$ cat src/rtl/fpadd_pkg.sv
// Shared types and constants for the FP32 adder control sequencer.
// Consumers: fpadd_seq (optional feature macro FPADD_ALIGN_SKIP_EN lives there).
package fpadd_pkg;

   typedef enum logic [2:0] {
      ST_IDLE,
      ST_LOAD,
      ST_CMP,
      ST_ALIGN,
      ST_ADD,
      ST_NORM,
      ST_DONE
   } state_e;

   localparam int ALIGN_LIMIT = 25;
   localparam int NORM_MAX    = 24;

   localparam int                EXP_W   = 8;
   localparam logic [EXP_W-1:0] EXP_MAX = 8'hFE;

endpackage

$ cat src/rtl/fpadd_seq.sv
// Control sequencer driving the FP32 adder datapath strobes from start to done.
// Optional feature: define FPADD_ALIGN_SKIP_EN to flush the smaller mantissa on huge exponent gaps.
module fpadd_seq
   import fpadd_pkg::*;
(
   input  logic             clk,
   input  logic             reset_n,
   input  logic             start,
   input  logic             b_gt,
   input  logic [EXP_W-1:0] diff,
   input  logic             mant_carry,
   input  logic             mant_msb,
   input  logic             mant_zero,
   input  logic             expo_zero,
   input  logic             expo_max,
   output logic             lda,
   output logic             swap,
   output logic             ldex,
   output logic             ince,
   output logic             dece,
   output logic             shra,
   output logic             flush,
   output logic             addm,
   output logic             shrm,
   output logic             shlm,
   output logic             busy,
   output logic             done,
   output logic             ovf,
   output logic             err
);

   localparam logic [4:0] NORM_LAST = 5'(NORM_MAX - 1);

   state_e           state_q, state_d;
   logic [EXP_W-1:0] align_cnt_q, align_cnt_d;
   logic [4:0]       norm_cnt_q, norm_cnt_d;
   logic             ovf_q, ovf_d;
   logic             err_q, err_d;
   logic             align_skip;

`ifdef FPADD_ALIGN_SKIP_EN
   // A flushed cycle leaves the counter at zero, so the next ALIGN cycle exits like one shift.
   assign align_skip = (align_cnt_q >= EXP_W'(ALIGN_LIMIT));
`else
   assign align_skip = 1'b0;
`endif

   always_ff @(posedge clk or negedge reset_n) begin
      if (!reset_n) begin
         state_q     <= ST_IDLE;
         align_cnt_q <= '0;
         norm_cnt_q  <= '0;
         ovf_q       <= 1'b0;
         err_q       <= 1'b0;
      end else begin
         state_q     <= state_d;
         align_cnt_q <= align_cnt_d;
         norm_cnt_q  <= norm_cnt_d;
         ovf_q       <= ovf_d;
         err_q       <= err_d;
      end
   end

   always_comb begin
      state_d     = state_q;
      align_cnt_d = align_cnt_q;
      norm_cnt_d  = norm_cnt_q;
      ovf_d       = ovf_q;
      err_d       = err_q;
      case (state_q)
         ST_IDLE: begin
            if (start) begin
               ovf_d      = 1'b0;
               err_d      = 1'b0;
               norm_cnt_d = '0;
               state_d    = ST_LOAD;
            end
         end
         ST_LOAD: state_d = ST_CMP;
         ST_CMP: begin
            align_cnt_d = diff;
            state_d     = ST_ALIGN;
         end
         ST_ALIGN: begin
            if (align_skip) begin
               align_cnt_d = '0;
            end else if (align_cnt_q == '0) begin
               state_d = ST_ADD;
            end else begin
               align_cnt_d = align_cnt_q - 1'b1;
            end
         end
         ST_ADD: state_d = ST_NORM;
         ST_NORM: begin
            // Carry beats every other exit; zero/denormal results stop shifting immediately.
            if (mant_carry) begin
               if (expo_max) ovf_d = 1'b1;
               state_d = ST_DONE;
            end else if (mant_zero || mant_msb || expo_zero) begin
               state_d = ST_DONE;
            end else if (norm_cnt_q == NORM_LAST) begin
               err_d   = 1'b1;
               state_d = ST_DONE;
            end else begin
               norm_cnt_d = norm_cnt_q + 1'b1;
            end
         end
         ST_DONE: state_d = ST_IDLE;
         default: state_d = ST_IDLE;
      endcase
   end

   always_comb begin
      lda   = 1'b0;
      swap  = 1'b0;
      ldex  = 1'b0;
      ince  = 1'b0;
      dece  = 1'b0;
      shra  = 1'b0;
      flush = 1'b0;
      addm  = 1'b0;
      shrm  = 1'b0;
      shlm  = 1'b0;
      done  = 1'b0;
      busy  = (state_q != ST_IDLE);
      ovf   = ovf_q;
      err   = err_q;
      case (state_q)
         ST_LOAD: lda = 1'b1;
         ST_CMP: begin
            ldex = 1'b1;
            swap = b_gt;
         end
         ST_ALIGN: begin
            flush = align_skip;
            shra  = !align_skip && (align_cnt_q != '0);
         end
         ST_ADD: addm = 1'b1;
         ST_NORM: begin
            if (mant_carry) begin
               shrm = 1'b1;
               ince = 1'b1;
            end else if (!(mant_zero || mant_msb || expo_zero) && (norm_cnt_q != NORM_LAST)) begin
               shlm = 1'b1;
               dece = 1'b1;
            end
         end
         ST_DONE: done = 1'b1;
         default: ;
      endcase
   end

endmodule

$ cat config.mk
export PLATFORM = sky130hd
export DESIGN_NAME = fpadd_seq
export DESIGN_NICKNAME = d
export VERILOG_FILES = /design/src/rtl/fpadd_pkg.sv /design/src/rtl/fpadd_seq.sv
export SDC_FILE = /design/constraint.sdc
export NUM_CORES = 1
export LEC_CHECK = 0
export ABC_CLOCK_PERIOD_IN_PS = 2200
export CORE_MARGIN = 5
export CORE_UTILIZATION = 25
export CTS_CLUSTER_DIAMETER = 100
export DETAILED_ROUTE_END_ITERATION = 8
export HOLD_SLACK_MARGIN = 0.08
export PLACE_DENSITY = 0.51
export SYNTH_ARGS = -nofsm -noshare
export SYNTH_HDL_FRONTEND = slang
export SYNTH_SLANG_ARGS = --single-unit
$ cat constraint.sdc
create_clock -name clk -period 2.2 [get_ports clk]
set_input_delay 0.22 -clock clk [delete_from_list [all_inputs] [get_ports clk]]
set_output_delay 0.22 -clock clk [all_outputs]
set_load 0.02 [all_outputs]
==> metrics.md <==
| Metric | Value |
|---|---|
| Internal | 1.03 mW |
| Antenna Violating Nets Remaining | 0 |
| WL/cell | 13.2 um |
| Synthesized instance count | 125 |
| Sequential Power Share | 0.332 |
| Root Driver | clkbuf_8 |
| Syn Area/Cell | 9.04 um^2 |
| Total gr overflow | 0 |
| Post-synthesis register bit count | 18 |
| Ant. Diodes | 0 |
| Final Hold Fails | 0 |
| Synthesized area | 1130 um^2 |
| Power Density | 1160 nW/um^2 |
| Met2 Usage GRT | 0.162 |
| Post-Route WL | 2.72 mm |
| Initial Utilization | 0.258 |
| CP Launch Type | register |
| Num ports | 31 |
| Max Cap Viol | 0 |
| Psw | 732 uW |
| Worst ir drop on vdd | 0.420 mV |
| P&R area growth vs syn | 35.0% |
| Crit path arrival time | 1.91 ns |
| DR pass1 iterations | 4 |
| Remaining routing DRC violations | 0 |
| CTS max path bufs | 2 |
| Syn. warnings | 0 |
| CP Max Fanout | 5 |
| Min cycle time layout | 2.13 ns |
| Post-synth EDFFs | 0 |
| Via density | 4.84 |
| Final slew viol count | 0 |
| Fillers | 457 |
| Seq/Total Area, Yosys | 0.399 |
| CP Class | register to primary output |
| First-pass GRT wire length | 4.80 mm |
| Die ar. | 5960 um^2 |
| RSZ-0062 raised after global routing | no |
| Hold crit path type | input port to async pin |
| Htree depth | 1 |
| Most frequent cells in the layout | clkdlybuf4s50_1, dfrtp_1, o21ai_0 |
| Share of cells above drive strength 1 | 0.0974 |
| Total power | 1.76 mW |
| Seq. cell area | 450 um^2 |
| Worst-Skew Late Latency | 0.25 ns |
| Worst setup EP type | primary output |
| Leak pwr | 0.668 nW |
| Total core area | 4380 um^2 |
| GRT Total Usage | 0.0948 |
| Clock sink count | 18 |
| Post-synthesis cell type count | 42 |
| Clock power share | 0.153 |
| Routing usage on met1 | 0.113 |
| Syn_nets | 145 |
| DR vias | 998 |
| Part of the cycle the worst path needs | 0.967 |
| Port Buffer Count | 29 |
| GPL Wtd Cong | 0.738 |
| Setup TNS | 0 ns |
| Nets | 175 |
| Sw frac | 0.415 |
| Most common cell after layout, fill and taps aside | clkdlybuf4s50_1 |
| Die Height | 77.2 um |
| Predominant post-synthesis flop cell | dfrtp_1 |
| TritonCTS buffer count | 3 |
| Post-DP HPWL | 2.08 mm |
| Fin util | 0.348 |
| Grt met3 use | 0.0351 |
| Fmax achieved | 470 MHz |
| CTS tree | done |
| Gate power share | 0.515 |
| Vias in the first global route | 1,077 |
| Post-CTS setup buffers | 0 |
| Fraction of registers with async set/reset | 1.00 |
| Die X | 77.2 um |
| # rows | 24 |
| Finish-stage setup viols | 0 |
| Status | finished, final reports clean |
| DRT iter0 DRCs | 28 |
| Most used routing layer | met2 |
| Clk slew on worst S/H paths | 0.07 ns |
| Skew final | 0.00208 ns |
| Footprint of the multi-input gates | 597 um^2 |
| Largest net degree at the start of global routing | 20 |
| Worst path required time | 1.98 ns |
| Initial antenna violation count | 0 |
registers in the layout, summed over array words and instances, names as in the netlist:
register	count
ovf	1
norm_cnt_q	5
state_q	3
err	1
align_cnt_q	8
per-stage QoR:
stage          hold slack [ns]  cell area, um^2  setup WS [ns]  instances
2_1_floorplan          -0.0756             1130          0.538        125
3_3_place_gp             0.480             1470          0.106        202
3_5_place_dp             0.491             1470         0.0910        202
4_1_cts                  0.325             1520         0.0423        206
5_1_grt                  0.346             1530        0.00656        206
6_report                 0.314             1530         0.0725        206
synthesized netlist by cell type, drive strengths merged (2+ instances only):
cell,count,share of area
a21oi,10,0.044
and2,4,0.022
and3b,3,0.023
buf,7,0.043
clkbuf,2,0.0066
dfrtp,18,0.40
ha,3,0.033
inv,7,0.023
nand2,5,0.017
nand2b,3,0.017
nand3,5,0.027
nor2,8,0.027
nor3,6,0.027
nor3b,3,0.020
nor4,2,0.024
o211ai,2,0.013
o21ai,14,0.072
o2bb2ai,2,0.016
or3,4,0.022
or4,2,0.017
routing by layer:
layer	up-vias	wire, um
li1	501	-
met1	464	1240
met2	29	1280
met3	4	169
met4	0	26
met5	-	0
path summary, 6_finish.rpt:
kind	endpoint	depth (start not counted)	slack [ns]	from
worst min register to register	ovf$_DFFE_PN0P_	2	0.50	ovf$_DFFE_PN0P_
max in group asynchronous	norm_cnt_q[0]$_DFFE_PN0P_	2	1.69	reset_n
worst max register to register	align_cnt_q[0]$_DFFE_PN0P_	6	0.20	align_cnt_q[0]$_DFFE_PN0P_
worst min-delay path	norm_cnt_q[4]$_DFFE_PN0P_	2	0.31	reset_n
min in group clk	ovf$_DFFE_PN0P_	2	0.50	ovf$_DFFE_PN0P_
worst max-delay path	shra	4	0.07	align_cnt_q[5]$_DFFE_PN0P_
kinds of logic (layout without fill, tap and decap cells):
| kind of cell | after synthesis | after routing | share of synthesized area |
|---|---|---|---|
| compound gates | 34 | 34 | 0.186 |
| flops | 18 | 18 | 0.399 |
| buf+inv | 16 | 45 | 0.0731 |
| fa+ha+maj | 3 | 3 | 0.0332 |
| simple gates | 52 | 52 | 0.298 |
| xor+xnor | 1 | 1 | 0.00775 |
| other cells | 1 | 1 | 0.00332 |
cell type report:
type / count / share of cell area
Sequential cell: 18 / 0.295
Tap cell: 52 / 0.0427
Inverter: 7 / 0.0172
Timing Repair Buffer: 34 / 0.217
Clock buffer: 4 / 0.0361
Multi-Input combinational cell: 91 / 0.391
critical path: stages, from the launching register on:
cell and delay (ns):
dfrtp_1 0.42, or4_4 0.57, nor4b_2 0.23, nor2_1 0.10, dlygate4sd2_1 0.33
power by group through the flow:
stage	clock, mW	sequential, mW	combinational, mW
6_report	0.269	0.585	0.907
5_1_grt	0.298	0.606	1.01
4_1_cts	0.284	0.583	0.921
3_5_place_dp	0	0.591	0.922
3_3_place_gp	0	0.586	0.907
2_1_floorplan	0	0.532	0.683
repair_timing:
action	4_1_cts	5_1_grt
resized for setup	1	2
hold buffers	0	0
setup endpoints to repair	1	2
cloned	0	0
(Power assumes the default switching activity.)
